File: src/rtl/ex_stage.sv
// RV32I execute stage: forwarding, ALU, branch resolution, EX/MEM register.
// Define EX_FORWARD_EN to enable operand forwarding from MEM and WB.
module ex_stage (
    input  logic        clk,
    input  logic        reset,
    input  logic        RegWriteE,
    input  logic        MemReadE,
    input  logic        MemWriteE,
    input  logic [2:0]  WriteBackE,
    input  logic [2:0]  funct3E,
    input  logic [3:0]  ALUControlE,
    input  logic        ALUSrcAE,
    input  logic        ALUSrcBE,
    input  logic        BranchE,
    input  logic        JumpE,
    input  logic        JalrE,
    input  logic [31:0] RD1E,
    input  logic [31:0] RD2E,
    input  logic [31:0] PCE,
    input  logic [31:0] ImmExtE,
    input  logic [31:0] PCPlus4E,
    input  logic [4:0]  RdE,
    input  logic [1:0]  ForwardAE,
    input  logic [1:0]  ForwardBE,
    input  logic [31:0] ResultW,
    input  logic        StallM,
    input  logic        FlushM,
    output logic        PCSrcE,
    output logic [31:0] PCTargetE,
    output logic        RegWriteM,
    output logic        MemReadM,
    output logic        MemWriteM,
    output logic [2:0]  WriteBackM,
    output logic [2:0]  funct3M,
    output logic [31:0] ALUResultM,
    output logic [31:0] WriteDataM,
    output logic [31:0] PCTargetM,
    output logic [31:0] PCPlus4M,
    output logic [31:0] ImmExtM,
    output logic [4:0]  RdM
);

    logic        reg_write_q, mem_read_q, mem_write_q;
    logic [2:0]  wb_q, funct3_q;
    logic [31:0] alu_q, wdata_q, target_q, pc4_q, imm_q;
    logic [4:0]  rd_q;

    logic [31:0] fwd_a, fwd_b, src_a, src_b;
    logic [31:0] alu_d, tgt_sum;
    logic [4:0]  shamt;
    logic        eq, lt_s, lt_u, br_taken;

`ifdef EX_FORWARD_EN
    always_comb begin
        case (ForwardAE)
            2'b01:   fwd_a = ResultW;
            2'b10:   fwd_a = alu_q;
            default: fwd_a = RD1E;
        endcase
        case (ForwardBE)
            2'b01:   fwd_b = ResultW;
            2'b10:   fwd_b = alu_q;
            default: fwd_b = RD2E;
        endcase
    end
`else
    // Forwarding disabled: the hazard unit stalls, selects are don't-care.
    logic unused_fwd;
    assign unused_fwd = ^{ForwardAE, ForwardBE, ResultW};
    assign fwd_a = RD1E;
    assign fwd_b = RD2E;
`endif

    assign src_a = ALUSrcAE ? PCE : fwd_a;
    assign src_b = ALUSrcBE ? ImmExtE : fwd_b;
    assign shamt = src_b[4:0];

    always_comb begin
        alu_d = '0;
        case (ALUControlE)
            4'b0000: alu_d = src_a + src_b;
            4'b0001: alu_d = src_a - src_b;
            4'b0010: alu_d = src_a & src_b;
            4'b0011: alu_d = src_a | src_b;
            4'b0100: alu_d = src_a ^ src_b;
            4'b0101: alu_d = {31'b0, $signed(src_a) < $signed(src_b)};
            4'b0110: alu_d = {31'b0, src_a < src_b};
            4'b0111: alu_d = src_a << shamt;
            4'b1000: alu_d = src_a >> shamt;
            4'b1001: alu_d = $unsigned($signed(src_a) >>> shamt);
            4'b1010: alu_d = src_b;
            default: alu_d = '0;
        endcase
    end

    assign eq   = (fwd_a == fwd_b);
    assign lt_s = ($signed(fwd_a) < $signed(fwd_b));
    assign lt_u = (fwd_a < fwd_b);

    always_comb begin
        br_taken = 1'b0;
        case (funct3E)
            3'b000:  br_taken = eq;
            3'b001:  br_taken = ~eq;
            3'b100:  br_taken = lt_s;
            3'b101:  br_taken = ~lt_s;
            3'b110:  br_taken = lt_u;
            3'b111:  br_taken = ~lt_u;
            default: br_taken = 1'b0;
        endcase
    end

    assign tgt_sum   = (JalrE ? fwd_a : PCE) + ImmExtE;
    assign PCTargetE = {tgt_sum[31:1], tgt_sum[0] & ~JalrE};
    assign PCSrcE    = JumpE | (BranchE & br_taken);

    // Flush outranks stall so a squashed instruction never lingers in MEM.
    always_ff @(posedge clk) begin
        if (reset || FlushM) begin
            reg_write_q <= 1'b0;
            mem_read_q  <= 1'b0;
            mem_write_q <= 1'b0;
            wb_q        <= '0;
            funct3_q    <= '0;
            alu_q       <= '0;
            wdata_q     <= '0;
            target_q    <= '0;
            pc4_q       <= '0;
            imm_q       <= '0;
            rd_q        <= '0;
        end else if (!StallM) begin
            reg_write_q <= RegWriteE;
            mem_read_q  <= MemReadE;
            mem_write_q <= MemWriteE;
            wb_q        <= WriteBackE;
            funct3_q    <= funct3E;
            alu_q       <= alu_d;
            wdata_q     <= fwd_b;
            target_q    <= PCTargetE;
            pc4_q       <= PCPlus4E;
            imm_q       <= ImmExtE;
            rd_q        <= RdE;
        end
    end

    assign RegWriteM  = reg_write_q;
    assign MemReadM   = mem_read_q;
    assign MemWriteM  = mem_write_q;
    assign WriteBackM = wb_q;
    assign funct3M    = funct3_q;
    assign ALUResultM = alu_q;
    assign WriteDataM = wdata_q;
    assign PCTargetM  = target_q;
    assign PCPlus4M   = pc4_q;
    assign ImmExtM    = imm_q;
    assign RdM        = rd_q;

endmodule

File: config.mk
export PLATFORM = sky130hd
export DESIGN_NAME = ex_stage
export DESIGN_NICKNAME = d
export VERILOG_FILES = /design/src/rtl/ex_stage.sv
export SDC_FILE = /design/constraint.sdc
export NUM_CORES = 1
export LEC_CHECK = 0
export CORE_MARGIN = 1
export CORE_UTILIZATION = 45
export CTS_CLUSTER_DIAMETER = 30
export DETAILED_ROUTE_END_ITERATION = 10
export HOLD_SLACK_MARGIN = 0.05
export PLACE_DENSITY_LB_ADDON = 0.25
export REMOVE_ABC_BUFFERS = 1
export SLEW_MARGIN = 30
export SYNTH_ARGS = -nofsm -noshare
export SYNTH_HDL_FRONTEND = slang
export SYNTH_SLANG_ARGS = --single-unit
File: constraint.sdc
create_clock -name clk -period 16.2 [get_ports clk]
set_input_delay 3.24 -clock clk [delete_from_list [all_inputs] [get_ports clk]]
set_output_delay 3.24 -clock clk [all_outputs]
set_load 0.02 [all_outputs]
# Word-level counts from Yosys, hierarchy flattened

Cells that the tools add are included.

Magnitude comparators: 4
Eq/ne operators: 16
Div/mod/pow operators: 0
Muxes and demuxes: 5
$mul: 0
Shifts and indexed selects: 3
Add/subtract/negate cells: 3
Reductions and logical operators: 3
Bitwise logic cells: 10

Operators with widths:

| kind                 | count |
|---|---|
| $pmux W32 S11        | 1 |
| $lt A32 B32 Y1       | 4 |
| $mux W32             | 3 |
| $add A32 B32 Y32     | 2 |
| $and A32 B32 Y32     | 1 |
| $eq A32 B32 Y1       | 1 |
| $or A32 B32 Y32      | 1 |
| $shl A32 B5 Y32      | 1 |
| $shr A32 B5 Y32      | 1 |
| $sshr A32 B5 Y32     | 1 |
| $sub A32 B32 Y32     | 1 |
| $xor A32 B32 Y32     | 1 |
| $eq A4 B3 Y1 const B | 4 |
| $eq A3 B3 Y1 const B | 4 |
| $eq A4 B4 Y1 const B | 3 |
| $eq A4 B2 Y1 const B | 2 |
| $pmux W1 S6          | 1 |
| $eq A4 B1 Y1 const B | 1 |
| $logic_not A4 Y1     | 1 |
| $not A1 Y1           | 4 |
| $eq A3 B1 Y1 const B | 1 |
| $logic_not A3 Y1     | 1 |
| $and A1 B1 Y1        | 2 |
| $logic_or A1 B1 Y1   | 1 |
| $or A1 B1 Y1         | 1 |

Word-level logic and storage cells: 55
Latch bits: 0
Bits in writable memories: 0
Memories: 0
Input bits: 223
Flip-flop bits (word level): 174
Output and inout port bits: 207
Memory bits (read-only): 0

# Depth between registers and ports, before layout

Gate-level depths: netlist of run 1.

Depth in word-level cells: 5
Depth in mapped cells: 20
Gate-level depth less buffers: 16

# Worst setup path before layout of run 1

No wires, ideal clock.

Path type: in2out
Start: input JalrE
End: output PCTargetE[30]
Path slack: 6284 ps
Data required time: 12960 ps
Arrival time: 6676 ps
Buffers on the path: 2
Stages on the path: 14
Cell sequence: clkbuf_1 > clkbuf_1 > mux2_2 > ha_1 > a21oi_1 > nor2b_1 > a211o_1 > a31oi_4 > o211ai_2 > a311o_1 > a31o_1 > nand4_1 > nand3_1 > xnor2_1

Cells in the longest elaborated chain, start to end: 2

Ends and longest elaborated chain:

| element          | line | RTL |
|---|---|---|
| from (decl)      | 16   | `input logic JalrE,` |
| $mux W32         | 113  | `assign tgt_sum = (JalrE ? fwd_a : PCE) + ImmExtE;` |
| $add A32 B32 Y32 | 113  |  |
| to (decl)        | 29   | `output logic [31:0] PCTargetE,` |

Every way passes these cells.

# Final worst setup path of run 1

Start: input JalrE
End: output PCTargetE[28]

Same word-level chain as after synthesis.

==> results of run 1 <==
-- layer usage --
| metal | routed length, um | share of wire [%] | global-route usage [%] | vias up |
|---|---|---|---|---|
| met3 | 7080 | 9.3 | 7.27 | 146 |
| met4 | 2440 | 3.2 | 12.3 | 0 |
| met2 | 33900 | 44 | 57.1 | 1026 |
| met1 | 32900 | 43 | 48.9 | 9494 |
| li1 | - | - | - | 9208 |
| met5 | 0 | 0 | 0 | - |
-- stage by stage --
step	instance area (um2)	setup slack, ns	hold WS [ns]
3_5_place_dp	22300	4.89	0.443
4_1_cts	22800	4.87	0.459
2_1_floorplan	17400	6.85	0.536
5_1_grt	22800	4.99	0.514
6_report	22800	5.14	0.454
3_3_place_gp	22200	4.93	0.439
-- cell families (layout without fill, tap and decap cells) --
kind of cell | after synthesis | after routing | share of synthesized area (%)
simple gates | 701 | 701 | 17.1
compound gates | 672 | 672 | 24.5
mux | 321 | 321 | 18.5
buf+inv | 300 | 592 | 6.68
flops | 174 | 174 | 19.3
fa+ha+maj | 163 | 163 | 11.4
xor+xnor | 53 | 53 | 2.57
-- synthesized netlist by cell type (19+ instances only) --
library cell / n / area (um2)
nor2_1: 302 / 1130
mux2i_1: 273 / 2730
a21oi_1: 188 / 941
nand2_1: 180 / 676
dfxtp_1: 174 / 3480
ha_1: 160 / 2000
inv_1: 133 / 499
o21ai_0: 126 / 631
clkbuf_1: 95 / 357
nor3_1: 55 / 275
nand3_1: 48 / 240
a21o_1: 45 / 338
xnor2_1: 41 / 359
mux2_2: 39 / 439
a211oi_1: 37 / 278
buf_2: 33 / 165
o211ai_1: 33 / 248
o22ai_1: 31 / 194
buf_1: 30 / 113
a31oi_1: 27 / 169
a221oi_1: 20 / 175
nand4_1: 19 / 119
-- critical path, stage by stage --
cell and delay [ns]:
buf_4 0.47, mux2_2 0.41, ha_1 0.34, a21oi_1 0.32
nor2b_1 0.09, a211o_1 0.38, a31oi_4 0.34, o211ai_2 0.25
a311o_1 0.47, a31o_1 0.33, a41oi_2 0.25, and2b_1 0.16
xnor2_1 0.11, clkdlybuf4s50_1 0.63
-- power groups by stage --
stage | Sequential (mW) | Clock (mW) | Combinational [mW]
CTS | 0.453 | 0.427 | 0.803
finish | 0.453 | 0.421 | 0.821
detailed placement | 0.463 | 0 | 0.798
floorplan | 0.482 | 0 | 0.463
global placement | 0.462 | 0 | 0.790
global route | 0.455 | 0.442 | 0.875
-- cell type report --
cell class,count,area (um2)
fill,3655,16800
multi-input combinational,1910,13400
timing repair buffer,426,4170
sequential,174,3480
tap,525,657
inverter,135,509
clock buffer,18,439
clock inverter,13,124
-- flip-flops by register name, indices dropped and copies added (netlist names) --
register / flops
PCPlus4M: 32
WriteDataM: 32
MemWriteM: 1
MemReadM: 1
RegWriteM: 1
funct3M: 3
RdM: 5
ALUResultM: 32
PCTargetM: 32
ImmExtM: 32
WriteBackM: 3
-- path summary, 6_finish.rpt --
check / endpoint / depth (start not counted)
max: PCTargetE[28] / 14
min: ALUResultM[2] / 2
max reg2reg: ALUResultM[24] / 6
min reg2reg: ALUResultM[2] / 2
==> out/summary.txt, run 1 <==
Outcome - complete, no violations
Inserted Clock Buffers - 17
Routed WL - 76,300 um
Reg2Reg Setup Slack - 14.36 ns
Switching Share - 42.6%
CTS tree - built
GP Congestion - 0.960
Max_cap viols - 0
Vias in the first global route - 19,000
Slew headroom - 22.7%
Dominant synthesized flop cell - dfxtp_1
Clock root buffer master - clkbuf_16
Max Freq - 90.4 MHz
VDD IR max - 0.0810 mV
P per Cell Area - 74.3 nW/um2
Clock sink count - 174
P_sw - 0.722 mW
Die area - 41,000 um2
Number of H-tree levels - 4
Mapped Cells - 2,384
Sequential element share of the synthesized area - 19.3%
Fin nets - 3,050
Avg Inst Size Synth - 7.59 um2
Core area - 39,600 um2
Post-DRT Antenna Nets - 0
Vias per std cell - 6.21
Chip height - 202 um
First-pass GRT wire length - 114,000 um
Max Clock Skew - 0 ns
Initial antenna violation count - 0
Diodes inserted - 0
Worst-Margin Slew - 1.15 ns
Sum Neg Setup Slack - 0 ns
Power Internal - 0.973 mW
Drt pass-1 iters - 6
Placed cell count - 3,170
Final setup violation count - 0
CTS Hold Bufs - 0
Worst-Skew Late Latency - 0.47 ns
Leakage - 9.76 nW
Tmin final - 11.06 ns
Distinct cell type count of the synthesized netlist - 87
Setup Buffers After CTS - 0
GRT overflow - 0
Sequential power share - 26.7%
Critical hold path startpoint - ALUResultM[2]
Async SR Flop Fraction - 0%
DRT iter0 DRCs - 2,310
Rows - 73
Crit. End Element - primary output
DRC - 0
Largest net degree at the start of global routing - 91
Crit path required time - 12.96 ns
Top-level I/O count - 430
Non-Filler Instances - 3,201
Crit-path max FO - 33
Startpoint types - primary input
Post-layout util - 57.6%
R2r startpoint - ALUResultM[24]
Crit Path Class - in2out
DP HPWL - 57,500 um
Mapped Area - 18,100 um2
#FFs+latches synth - 174
Crit path DAT - 7.82 ns
HP Class - reg2reg
Most common cell after layout, fill and taps aside - clkdlybuf4s50_1
Port Buf Inserts - 393
Fin. Hold Viols - 0
Clock transition at the registers of the reported paths - 0.07 ns
Max Slew Vio Count - 0
GRT Resource Usage Total - 36.2%
Via count - 19,900
Yosys Warn Count - 0
Power Total - 1.70 mW
Crit path launch - JalrE
Die W - 202 um
Initial core utilization - 45.6%
Layout cells sized above 1 - 5.34%
RSZ-0062 raised after global routing - false
Comb pwr share - 48.4%
Synth-to-layout area growth - 26.2%
CTS max path bufs - 2
DR WL/cell - 23.8 um
Post-CTS resize count - 0
Period utilization - 68.3%
Post-synth EDFFs - 0
Commonest non-fill, non-tap cells in the layout - clkdlybuf4s50_1, nor2_1, mux2i_1
Clock group share of total power - 24.8%
Power figures use the tool's default switching activity.
==> run 2: changes to the inputs <==
==> constraint.sdc (replaced) <==
create_clock -name clk -period 10.4 [get_ports clk]
set_input_delay 2.08 -clock clk [delete_from_list [all_inputs] [get_ports clk]]
set_output_delay 2.08 -clock clk [all_outputs]
set_load 0.02 [all_outputs]
==> run 2 against run 1 <==
Power up 58%. Via count up 0.27%. Global-route usage up 0.18 points. Register-to-register slack worse by 5.9 ns. Sequential share of layout area about the same. Highest routed layer is now met5. Sequential power up 56%. Wire length up 0.82%. Largest cell class unchanged.
==> out/summary.txt, run 2 (synthesis gave the netlist of run 1 again) <==
Outcome - complete, no violations
Fin. Hold Viols - 0
Initial core utilization - 45.6%
Fin nets - 3,051
Initial antenna violation count - 2
Max_cap viols - 0
Most common cell after layout, fill and taps aside - clkdlybuf4s50_1
CTS tree - built
Vias per std cell - 6.22
Post-DRT Antenna Nets - 0
Startpoint types - primary input
Drt pass-1 iters - 8
Period utilization - 86.0%
Setup Buffers After CTS - 0
Die W - 202 um
RSZ-0062 raised after global routing - false
Leakage - 9.79 nW
VDD IR max - 0.129 mV
Dpl ws - 1.59 ns
Vias in the first global route - 18,900
Number of H-tree levels - 4
Synth-to-layout area growth - 26.4%
Crit path DAT - 6.87 ns
P per Cell Area - 117 nW/um2
Sum Neg Setup Slack - 0 ns
Max Freq - 112 MHz
Max Slew Vio Count - 0
Crit. End Element - primary output
Final WS setup - 1.45 ns
Tmin final - 8.95 ns
Clock root buffer master - clkbuf_16
Final setup violation count - 0
Diodes inserted - 0
First-pass GRT wire length - 115,000 um
Top-level I/O count - 430
GP Congestion - 1.02
Max Clock Skew - 0 ns
Slew headroom - 29.7%
Non-Filler Instances - 3,202
Clock sink count - 174
GRT Resource Usage Total - 36.4%
DRC - 0
Routed WL - 77,000 um
Reg2Reg Setup Slack - 8.41 ns
Fin Hold WS - 0.464 ns
GRT overflow - 0
DP HPWL - 58,000 um
Core area - 39,600 um2
CTS Hold Bufs - 0
Fillcell total - 3,755
Crit-path max FO - 24
Die area - 41,000 um2
Worst-Skew Late Latency - 0.47 ns
CTS max path bufs - 2
DRT iter0 DRCs - 2,086
Layout cells sized above 1 - 5.34%
HP Class - reg2reg
Chip height - 202 um
Clock transition at the registers of the reported paths - 0.07 ns
Commonest non-fill, non-tap cells in the layout - clkdlybuf4s50_1, nor2_1, mux2i_1
Inserted Clock Buffers - 17
Port Buf Inserts - 393
Rows - 73
Crit path required time - 8.32 ns
DR WL/cell - 24.0 um
Via count - 19,900
Placed cell count - 3,171
Post-CTS resize count - 0
Worst-Margin Slew - 1.05 ns
Largest net degree at the start of global routing - 95
Crit Path Class - in2out
-- run 2: cell count changes in the layout (fill, tap and decap cells not counted), moves of 2 or more --
cell,previous run,this run
inv_8,4,1
inv_6,2,4
bufinv_16,0,2
clkinvlp_4,3,1
-- run 2: through the flow --
stage,power [mW],utilization (%),area (um2)
after floorplan,1.47,-,17400
after global placement,1.95,56.1,22300
after detailed placement,1.97,56.2,22300
after CTS,2.66,57.7,22900
after global routing,2.80,57.7,22900
final,2.67,57.7,22900
-- run 2: area by class of cell --
type	count	area [um2]	area share, %
flip-flops and latches	174	3480	15.2
multi-input cells	1910	13400	58.8
clock buffers	19	443	1.94
inverters	135	509	2.23
repair buffers	427	4180	18.3
well taps	525	657	2.87
clock inverters	12	153	0.668
-- run 2: power breakdown --
part	switching, mW	internal (mW)	leakage [nW]
Combinational	0.780	0.505	8.09
Sequential	0.0142	0.691	1.42
Clock	0.319	0.366	0.289
-- run 2: worst paths after layout --
kind	startpoint	endpoint	cells past startpoint
setup / recovery	JalrE	PCTargetE[31]	13
hold reg to reg	ALUResultM[2]	ALUResultM[2]	2
setup reg to reg	ALUResultM[24]	ALUResultM[24]	6
hold / removal	ALUResultM[2]	ALUResultM[2]	2
-- run 2: critical path, stage by stage --
cell             delay, ns
buf_2                 0.28
buf_4                 0.45
mux2_2                0.40
ha_1                  0.36
and3_1                0.36
o211ai_1              0.15
a41oi_1               0.54
o2111a_1              0.36
o211ai_1              0.20
a31oi_1               0.53
a211oi_1              0.18
xnor2_1               0.27
clkdlybuf4s50_1       0.66
-- run 2: metal layers --
metal | routed length, um | track usage (%) | share of wire [%]
met5 | 65 | 0.833 | 0.084
met4 | 2650 | 14.2 | 3.4
met3 | 7100 | 7.69 | 9.2
met2 | 34200 | 56.1 | 44
met1 | 33000 | 49.2 | 43
